--- src/rtl/ulpi_reg_if.sv ---
// ULPI register-engine bundle: pad-side ULPI signals, PHY reset/ready and the
// host request/response channel. The engine is the slave (serves requests);
// the master side is the host logic together with the pad/PHY side.
interface ulpi_reg_if;
    logic       phy_rst;
    logic       phy_ready;
    logic       ulpi_dir;
    logic       ulpi_nxt;
    logic       ulpi_stp;
    logic [7:0] ulpi_data_in;
    logic [7:0] ulpi_data_out;
    logic       ulpi_data_oe;
    logic       req_valid;
    logic       req_ready;
    logic       req_write;
    logic [7:0] req_addr;
    logic [7:0] req_wdata;
    logic       rsp_valid;
    logic [7:0] rsp_rdata;
    logic [1:0] rsp_err;
    logic       rx_cmd_valid;
    logic [7:0] rx_cmd;

    modport slave (
        input  ulpi_dir, ulpi_nxt, ulpi_data_in,
        input  req_valid, req_write, req_addr, req_wdata,
        output phy_rst, phy_ready, ulpi_stp, ulpi_data_out, ulpi_data_oe,
        output req_ready, rsp_valid, rsp_rdata, rsp_err, rx_cmd_valid, rx_cmd
    );

    modport master (
        output ulpi_dir, ulpi_nxt, ulpi_data_in,
        output req_valid, req_write, req_addr, req_wdata,
        input  phy_rst, phy_ready, ulpi_stp, ulpi_data_out, ulpi_data_oe,
        input  req_ready, rsp_valid, rsp_rdata, rsp_err, rx_cmd_valid, rx_cmd
    );
endinterface

--- src/rtl/ulpi_reg_engine.sv ---
// ULPI link-side register access engine: holds the PHY in reset, waits for
// DIR to settle, then runs one immediate or extended register read/write at a
// time, with DIR-abort retry and NXT/DIR timeout. RX CMD bytes are surfaced.
// Single clock domain: ULPI CLKOUT (60 MHz).
module ulpi_reg_engine #(
    parameter int RST_HOLD_CYCLES = 60,
    parameter int NXT_TIMEOUT     = 32,
    parameter int MAX_RETRY       = 3,
    parameter bit EXT_ADDR_EN     = 1'b1
) (
    input  logic      clk,
    input  logic      reset,
    ulpi_reg_if.slave bus
);
    typedef enum logic [3:0] {
        S_RST_HOLD, S_WAIT_DIR, S_IDLE, S_TXCMD, S_EXTADDR, S_WDATA,
        S_STP, S_RD_TURN, S_RD_DATA, S_RD_TURN2, S_ABORT
    } state_t;

    localparam logic [15:0] HOLD_LAST = 16'(RST_HOLD_CYCLES - 1);
    localparam logic [15:0] TMO_LAST  = 16'(NXT_TIMEOUT - 1);
    localparam logic [7:0]  RETRY_MAX = 8'(MAX_RETRY);
    localparam logic [1:0]  ERR_OK    = 2'b00;
    localparam logic [1:0]  ERR_TMO   = 2'b01;
    localparam logic [1:0]  ERR_RETRY = 2'b10;

    state_t      r_state;
    logic [15:0] r_cnt;
    logic        r_phy_rst;
    logic        r_phy_ready;
    logic        r_stp;
    logic [7:0]  r_data_out;
    logic        r_drive;
    logic        r_rsp_valid;
    logic [7:0]  r_rsp_rdata;
    logic [1:0]  r_rsp_err;
    logic [1:0]  r_err;
    logic [7:0]  r_retry;
    logic        r_write;
    logic        r_ext;
    logic [7:0]  r_addr;
    logic [7:0]  r_wdata;
    logic [7:0]  r_cmd;
    logic [7:0]  r_rdbuf;
    logic        r_dir_prev;
    logic        r_rx_cmd_valid;
    logic [7:0]  r_rx_cmd;

    logic        w_req_ready;
    logic        w_accept;
    logic        w_ext;
    logic [7:0]  w_cmd;
    logic        w_tmo;

    assign w_req_ready = (r_state == S_IDLE) && r_phy_ready;
    assign w_accept    = bus.req_valid && w_req_ready;
    // Addresses from 0x2F upward need the escape code plus a separate address byte.
    assign w_ext       = EXT_ADDR_EN && (bus.req_addr >= 8'h2F);
    assign w_cmd       = {1'b1, ~bus.req_write, (w_ext ? 6'h2F : bus.req_addr[5:0])};
    assign w_tmo       = (r_cnt == TMO_LAST);

    assign bus.phy_rst       = r_phy_rst;
    assign bus.phy_ready     = r_phy_ready;
    assign bus.ulpi_stp      = r_stp;
    assign bus.ulpi_data_out = r_data_out;
    // The pad is released combinationally the moment the PHY claims the bus.
    assign bus.ulpi_data_oe  = r_drive & ~bus.ulpi_dir;
    assign bus.req_ready     = w_req_ready;
    assign bus.rsp_valid     = r_rsp_valid;
    assign bus.rsp_rdata     = r_rsp_rdata;
    assign bus.rsp_err       = r_rsp_err;
    assign bus.rx_cmd_valid  = r_rx_cmd_valid;
    assign bus.rx_cmd        = r_rx_cmd;

    // Main sequencer: reset hold, bus handshakes, retry/timeout, response generation.
    always_ff @(posedge clk) begin
        if (reset) begin
            r_state     <= S_RST_HOLD;
            r_cnt       <= '0;
            r_phy_rst   <= 1'b1;
            r_phy_ready <= 1'b0;
            r_stp       <= 1'b0;
            r_data_out  <= 8'h00;
            r_drive     <= 1'b0;
            r_rsp_valid <= 1'b0;
            r_rsp_rdata <= 8'h00;
            r_rsp_err   <= ERR_OK;
            r_err       <= ERR_OK;
            r_retry     <= '0;
        end else begin
            r_rsp_valid <= 1'b0;
            r_cnt       <= r_cnt + 16'd1;
            case (r_state)
                S_RST_HOLD: begin
                    if (r_cnt == HOLD_LAST) begin
                        r_phy_rst <= 1'b0;
                        r_state   <= S_WAIT_DIR;
                        r_cnt     <= '0;
                    end
                end
                S_WAIT_DIR: begin
                    if (!bus.ulpi_dir) begin
                        r_phy_ready <= 1'b1;
                        r_drive     <= 1'b1;
                        r_data_out  <= 8'h00;
                        r_state     <= S_IDLE;
                        r_cnt       <= '0;
                    end
                end
                S_IDLE: begin
                    if (w_accept) begin
                        r_write    <= bus.req_write;
                        r_addr     <= bus.req_addr;
                        r_wdata    <= bus.req_wdata;
                        r_ext      <= w_ext;
                        r_cmd      <= w_cmd;
                        r_retry    <= '0;
                        r_err      <= ERR_OK;
                        r_data_out <= w_cmd;
                        r_drive    <= 1'b1;
                        r_state    <= S_TXCMD;
                        r_cnt      <= '0;
                    end
                end
                S_TXCMD, S_EXTADDR, S_WDATA: begin
                    if (bus.ulpi_nxt) begin
                        r_cnt <= '0;
                        if (r_state == S_TXCMD && r_ext) begin
                            r_data_out <= r_addr;
                            r_state    <= S_EXTADDR;
                        end else if (r_state == S_WDATA) begin
                            r_stp      <= 1'b1;
                            r_data_out <= 8'h00;
                            r_state    <= S_STP;
                        end else if (r_write) begin
                            r_data_out <= r_wdata;
                            r_state    <= S_WDATA;
                        end else begin
                            r_drive    <= 1'b0;
                            r_data_out <= 8'h00;
                            r_state    <= S_RD_TURN;
                        end
                    end else if (bus.ulpi_dir) begin
                        // PHY took the bus before accepting our byte: back off and retry.
                        r_drive    <= 1'b0;
                        r_data_out <= 8'h00;
                        r_state    <= S_ABORT;
                        r_cnt      <= '0;
                        if (r_retry == RETRY_MAX) begin
                            r_err <= ERR_RETRY;
                        end else begin
                            r_retry <= r_retry + 8'd1;
                        end
                    end else if (w_tmo) begin
                        r_stp      <= 1'b1;
                        r_data_out <= 8'h00;
                        r_err      <= ERR_TMO;
                        r_state    <= S_STP;
                        r_cnt      <= '0;
                    end
                end
                S_STP: begin
                    r_stp       <= 1'b0;
                    r_drive     <= 1'b1;
                    r_data_out  <= 8'h00;
                    r_rsp_valid <= 1'b1;
                    r_rsp_err   <= r_err;
                    r_rsp_rdata <= 8'h00;
                    r_state     <= S_IDLE;
                    r_cnt       <= '0;
                end
                S_RD_TURN: begin
                    if (bus.ulpi_dir) begin
                        r_state <= S_RD_DATA;
                        r_cnt   <= '0;
                    end else if (w_tmo) begin
                        r_stp      <= 1'b1;
                        r_drive    <= 1'b1;
                        r_data_out <= 8'h00;
                        r_err      <= ERR_TMO;
                        r_state    <= S_STP;
                        r_cnt      <= '0;
                    end
                end
                S_RD_DATA: begin
                    r_rdbuf <= bus.ulpi_data_in;
                    r_state <= S_RD_TURN2;
                    r_cnt   <= '0;
                end
                S_RD_TURN2: begin
                    if (!bus.ulpi_dir) begin
                        r_rsp_valid <= 1'b1;
                        r_rsp_err   <= ERR_OK;
                        r_rsp_rdata <= r_rdbuf;
                        r_drive     <= 1'b1;
                        r_data_out  <= 8'h00;
                        r_state     <= S_IDLE;
                        r_cnt       <= '0;
                    end else if (w_tmo) begin
                        r_stp      <= 1'b1;
                        r_drive    <= 1'b1;
                        r_data_out <= 8'h00;
                        r_err      <= ERR_TMO;
                        r_state    <= S_STP;
                        r_cnt      <= '0;
                    end
                end
                S_ABORT: begin
                    // No timeout here: a long PHY-owned receive is legitimate.
                    if (!bus.ulpi_dir) begin
                        r_drive <= 1'b1;
                        r_cnt   <= '0;
                        if (r_err == ERR_RETRY) begin
                            r_rsp_valid <= 1'b1;
                            r_rsp_err   <= ERR_RETRY;
                            r_rsp_rdata <= 8'h00;
                            r_data_out  <= 8'h00;
                            r_state     <= S_IDLE;
                        end else begin
                            r_data_out <= r_cmd;
                            r_state    <= S_TXCMD;
                        end
                    end
                end
                default: begin
                    r_state <= S_RST_HOLD;
                    r_cnt   <= '0;
                end
            endcase
        end
    end

    // RX CMD capture: second and later DIR-high cycles without NXT, outside read data.
    always_ff @(posedge clk) begin
        if (reset) begin
            r_dir_prev     <= 1'b0;
            r_rx_cmd_valid <= 1'b0;
            r_rx_cmd       <= 8'h00;
        end else begin
            r_dir_prev     <= bus.ulpi_dir;
            r_rx_cmd_valid <= 1'b0;
            if (bus.ulpi_dir && r_dir_prev && !bus.ulpi_nxt && (r_state != S_RD_DATA)) begin
                r_rx_cmd       <= bus.ulpi_data_in;
                r_rx_cmd_valid <= 1'b1;
            end
        end
    end
endmodule

--- src/flat_wrapper.sv ---
// flat-port wrapper written by rule: the top's interface ports become plain ports
module ulpi_reg_engine_flat 
#(
    parameter int RST_HOLD_CYCLES = 60,
    parameter int NXT_TIMEOUT     = 32,
    parameter int MAX_RETRY       = 3,
    parameter bit EXT_ADDR_EN     = 1'b1
)
  (clk, reset, bus_ulpi_dir, bus_ulpi_nxt, bus_ulpi_data_in, bus_req_valid, bus_req_write, bus_req_addr, bus_req_wdata, bus_phy_rst, bus_phy_ready, bus_ulpi_stp, bus_ulpi_data_out, bus_ulpi_data_oe, bus_req_ready, bus_rsp_valid, bus_rsp_rdata, bus_rsp_err, bus_rx_cmd_valid, bus_rx_cmd);
  ulpi_reg_if bus_i ();
  input  logic clk;
  input  logic reset;
  input wire logic [$bits(bus_i.ulpi_dir)-1:0] bus_ulpi_dir;
  input wire logic [$bits(bus_i.ulpi_nxt)-1:0] bus_ulpi_nxt;
  input wire logic [$bits(bus_i.ulpi_data_in)-1:0] bus_ulpi_data_in;
  input wire logic [$bits(bus_i.req_valid)-1:0] bus_req_valid;
  input wire logic [$bits(bus_i.req_write)-1:0] bus_req_write;
  input wire logic [$bits(bus_i.req_addr)-1:0] bus_req_addr;
  input wire logic [$bits(bus_i.req_wdata)-1:0] bus_req_wdata;
  output wire logic [$bits(bus_i.phy_rst)-1:0] bus_phy_rst;
  output wire logic [$bits(bus_i.phy_ready)-1:0] bus_phy_ready;
  output wire logic [$bits(bus_i.ulpi_stp)-1:0] bus_ulpi_stp;
  output wire logic [$bits(bus_i.ulpi_data_out)-1:0] bus_ulpi_data_out;
  output wire logic [$bits(bus_i.ulpi_data_oe)-1:0] bus_ulpi_data_oe;
  output wire logic [$bits(bus_i.req_ready)-1:0] bus_req_ready;
  output wire logic [$bits(bus_i.rsp_valid)-1:0] bus_rsp_valid;
  output wire logic [$bits(bus_i.rsp_rdata)-1:0] bus_rsp_rdata;
  output wire logic [$bits(bus_i.rsp_err)-1:0] bus_rsp_err;
  output wire logic [$bits(bus_i.rx_cmd_valid)-1:0] bus_rx_cmd_valid;
  output wire logic [$bits(bus_i.rx_cmd)-1:0] bus_rx_cmd;
  assign bus_i.ulpi_dir = bus_ulpi_dir;
  assign bus_i.ulpi_nxt = bus_ulpi_nxt;
  assign bus_i.ulpi_data_in = bus_ulpi_data_in;
  assign bus_i.req_valid = bus_req_valid;
  assign bus_i.req_write = bus_req_write;
  assign bus_i.req_addr = bus_req_addr;
  assign bus_i.req_wdata = bus_req_wdata;
  assign bus_phy_rst = bus_i.phy_rst;
  assign bus_phy_ready = bus_i.phy_ready;
  assign bus_ulpi_stp = bus_i.ulpi_stp;
  assign bus_ulpi_data_out = bus_i.ulpi_data_out;
  assign bus_ulpi_data_oe = bus_i.ulpi_data_oe;
  assign bus_req_ready = bus_i.req_ready;
  assign bus_rsp_valid = bus_i.rsp_valid;
  assign bus_rsp_rdata = bus_i.rsp_rdata;
  assign bus_rsp_err = bus_i.rsp_err;
  assign bus_rx_cmd_valid = bus_i.rx_cmd_valid;
  assign bus_rx_cmd = bus_i.rx_cmd;
  ulpi_reg_engine #(.RST_HOLD_CYCLES(RST_HOLD_CYCLES), .NXT_TIMEOUT(NXT_TIMEOUT), .MAX_RETRY(MAX_RETRY), .EXT_ADDR_EN(EXT_ADDR_EN)) u_core (.clk(clk), .reset(reset), .bus(bus_i));
endmodule
--- config.mk ---
export PLATFORM = sky130hd
export DESIGN_NAME = ulpi_reg_engine_flat
export DESIGN_NICKNAME = d
export VERILOG_FILES = /design/src/rtl/ulpi_reg_if.sv /design/src/rtl/ulpi_reg_engine.sv /design/src/flat_wrapper.sv
export SDC_FILE = /design/constraint.sdc
export NUM_CORES = 1
export LEC_CHECK = 0
export CAP_MARGIN = 20
export CORE_ASPECT_RATIO = 0.5
export CORE_MARGIN = 1.5
export CORE_UTILIZATION = 50
export DETAILED_ROUTE_END_ITERATION = 7
export GPL_ROUTABILITY_DRIVEN = 0
export PLACE_DENSITY = 0.76
export RECOVER_POWER = 25
export SYNTH_ARGS = -nofsm -noshare
export SYNTH_HDL_FRONTEND = slang
export SYNTH_SLANG_ARGS = --single-unit
--- constraint.sdc ---
create_clock -name clk -period 2.65 [get_ports clk]
set_input_delay 0.53 -clock clk [delete_from_list [all_inputs] [get_ports clk]]
set_output_delay 0.53 -clock clk [all_outputs]
set_load 0.02 [all_outputs]
==> reports/qor.txt, run 1 <==
DIE AREA: 0.01004 mm^2
Worst Setup Start Kind: register
Vias per inst: 5.921
Initial Utilization: 52.78%
Drt first-iter violations: 418
Worst VDD drop: 325.5 uV
Worst setup EP type: output pin
Post-DP HPWL: 8269 um
Post-synthesis adder-cell area fraction: 0.5316%
XOR/XNOR Fraction of Synth Area: 2.605%
Period utilisation layout: 95.77%
Critical-path maximum fanout: 11
Top_reg_cell synth: dfxtp_1
Fraction of layout cells with a size suffix above 1: 12.85%
Final Hold Fails: 0
Clock transition at the registers of the reported paths: 0.07 ns
Sink Count: 96
Int Power: 2.331 mW
I/O Buffers: 62
Max Root-Sink Buffers: 2
Area leader, netlist: dfxtp_1
Dominant cells by area after synthesis: dfxtp_1 27%, edfxtp_1 21%, nor2_1 3.3%
Floorplan die width: 140.2 um
Htree depth: 3
RSZ-0062 raised after global routing: no
Slew headroom: 55.11%
CP top delay family: simple AND/OR/NAND/NOR gates
Commonest cells in the netlist: 63 x dfxtp_1, 41 x nor2_1, 33 x edfxtp_1
Minimum clock period: 2.538 ns
CTS Buf Count: 9
Global Route Usage Sum: 23.93%
Worst path max stage delay: 0.60 ns
Final Setup Violations: 0
Ant diodes: 0
Top-level port count: 63
Die Y: 71.61 um
Post_cts resized: 0
Part of the power in registers: 51.8%
Area grow syn2layout: 25.39%
Pleak: 2.051 nW
Post-Route WL: 11,610 um
Vias in the first global route: 3,749
WL/cell: 16.94 um
Post-synth top area share: 26.79%
Cell variety after synth: 71
Least-Margin Pin Slew: 0.6702 ns
F_max: 394.0 MHz
Worst skew pair latency: 0.34 ns
Placed inst area: 0.005623 mm^2
Critical Path AT: 2.01 ns
CP Cell Sequence: nor4b_2 > and2_1 > clkdlybuf4s50_1
Multiplexer share of the synthesized area: 3.323%
Largest net degree at the start of global routing: 27
Slowest-stage cell, CP: clkdlybuf4s50_1
Fin nets: 595
Top-count cell post-synth: dfxtp_1
Yosys reg bits: 96
Hold-fix buffers at CTS: 0
Sw power: 0.6310 mW
Final setup TNS: 0 ns
DRC Markers: 0
Core footprint: 0.008919 mm^2
Design Area, Final: 0.005902 mm^2
TritonCTS clock tree: built
EDFF count, synth: 33
Switching share of total power: 21.30%
Status: finished, final reports clean
Max cap viols: 0
Post-Syn Area: 0.004707 mm^2
Drt pass-1 iters: 8
Grt total ovfl: 0
Finished Core Util: 66.18%
Worst hold path class: register to register
Row Count: 24
Combinational share of power: 4.5%
Initial antenna violation count: 0
Seq/Total Area, Yosys: 47.85%
Clock network power share: 43.7%
Ys Warns: 0
Async SR Flop Fraction: 0%
Kind of critical path: register to output pin
First-pass GRT wire length: 18,860 um
Pins Over Slew Limit: 0
Vias: 4,056
Buffers & Inverters on Critical Path: 1
Power Dens Cells: 501.8 mW/mm^2
Req. time, crit path: 2.12 ns
Simple-gate share of the synthesized area: 22.14%
Main combinational cell family by area after synthesis: simple AND/OR/NAND/NOR gates
Syn Inst Count: 485
Clock skew: 0.006045 ns
Synthesized area per cell: 9.705 um^2
Total setup buffers inserted after CTS: 0
CTS Root Cell: clkbuf_16
Compound-cell area share of the yosys netlist: 19.14%
Post-Syn Nets: 517
ANT nets after route: 0
## cells in the final DEF, fill, tap and decap left out, types with 6 or more instances in the layout
cell type,netlist,layout
and3_1,6,6
a21oi_1,26,26
nand2_1,29,29
clkbuf_16,0,9
mux2i_1,10,10
nand3_1,19,19
nand3b_1,8,8
o221ai_1,7,7
clkdlybuf4s50_1,0,35
o21ai_0,19,19
nor2_1,41,40
nor2b_1,14,14
nor4_1,6,6
dfxtp_1,63,63
buf_4,1,32
nand2b_1,16,16
edfxtp_1,33,33
a22o_1,10,10
xor2_1,9,9
o22ai_1,6,6
inv_1,16,16
dlygate4sd3_1,0,27
## flip-flops by register name, summed over array words and instances, names as in the netlist
signal and flops:
u_core.r_err 2, u_core.r_retry 8, u_core.r_dir_prev 1, u_core.bus.rx_cmd 8, u_core.r_addr 8, u_core.bus.phy_rst 1, u_core.bus.ulpi_data_out 8, u_core.r_rdbuf 8
u_core.bus.phy_ready 1, u_core.r_wdata 8, u_core.bus.rsp_err 2, u_core.r_state 4, u_core.r_cmd 7, u_core.r_cnt 16, u_core.r_write 1, u_core.bus.rsp_valid 1
u_core.bus.rx_cmd_valid 1, u_core.bus.rsp_rdata 8, u_core.r_drive 1, u_core.bus.ulpi_stp 1, u_core.r_ext 1
## power groups by stage
stage,logic [mW],clock network [mW],registers (mW)
final,0.134,1.30,1.53
after floorplan,0.0543,0,1.57
after global routing,0.145,1.38,1.53
after CTS,0.143,1.32,1.53
after detailed placement,0.141,0,1.57
after global placement,0.140,0,1.57
## per-layer routing
metal,global-route usage [%],vias to the layer above,wire length (um)
met5,0,-,0
met4,7.602,0,124
met3,6.885,10,1005
met2,35.53,196,5023
met1,33.96,1875,5452
li1,-,1975,-
## kinds of logic (layout without fill, tap and decap cells)
family          after synthesis  count (layout)
fa+ha+maj                     2               2
mux                          15              15
compound gates              127             127
buf+inv                      47             130
flops                        96              96
xor+xnor                     14              14
simple gates                184             184
## layout make-up
cell class	count	area [um^2]
fillers	707	3017
multi-input cells	342	2255
flip-flops and latches	96	2252
repair buffers	98	893.4
clock buffers	10	229.0
well taps	117	146.4
clock inverters	6	66.31
inverters	16	60.06
## through the flow
stage               hold WS, ns  total power, mW  std cells  setup slack [ns]
floorplan                0.4175            1.623        485           0.03880
global placement         0.4325            1.705        669            0.1988
detailed placement       0.4426            1.707        669            0.1376
CTS                      0.4575            2.995        685           0.09970
global route             0.4827            3.060        685           0.02131
finish                   0.4541            2.962        685            0.1122
## final timing paths
kind | startpoint | slack (ns) | to | depth (start not counted)
worst max-delay path | u_core.r_state[2] | 0.11 | bus_req_ready | 3
worst min register to register | u_core.bus.phy_rst | 0.45 | u_core.bus.phy_rst | 1
worst max register to register | u_core.r_state[2] | 0.19 | u_core.bus.ulpi_data_out[4] | 5
worst min-delay path | u_core.bus.phy_rst | 0.45 | u_core.bus.phy_rst | 1
No activity file was read; power rests on OpenSTA's default activity.
==> inputs of run 2 (changes only) <==
- ABC_CLOCK_PERIOD_IN_PS: default -> 2650
==> results of run 2 <==
No change in the layout: final DEF, timing and power equal those of run 1.
==> inputs of run 3 (changes only) <==
- TNS_END_PERCENT: default -> 20
==> results of run 3 <==
No change in the layout: final DEF, timing and power equal those of run 1.
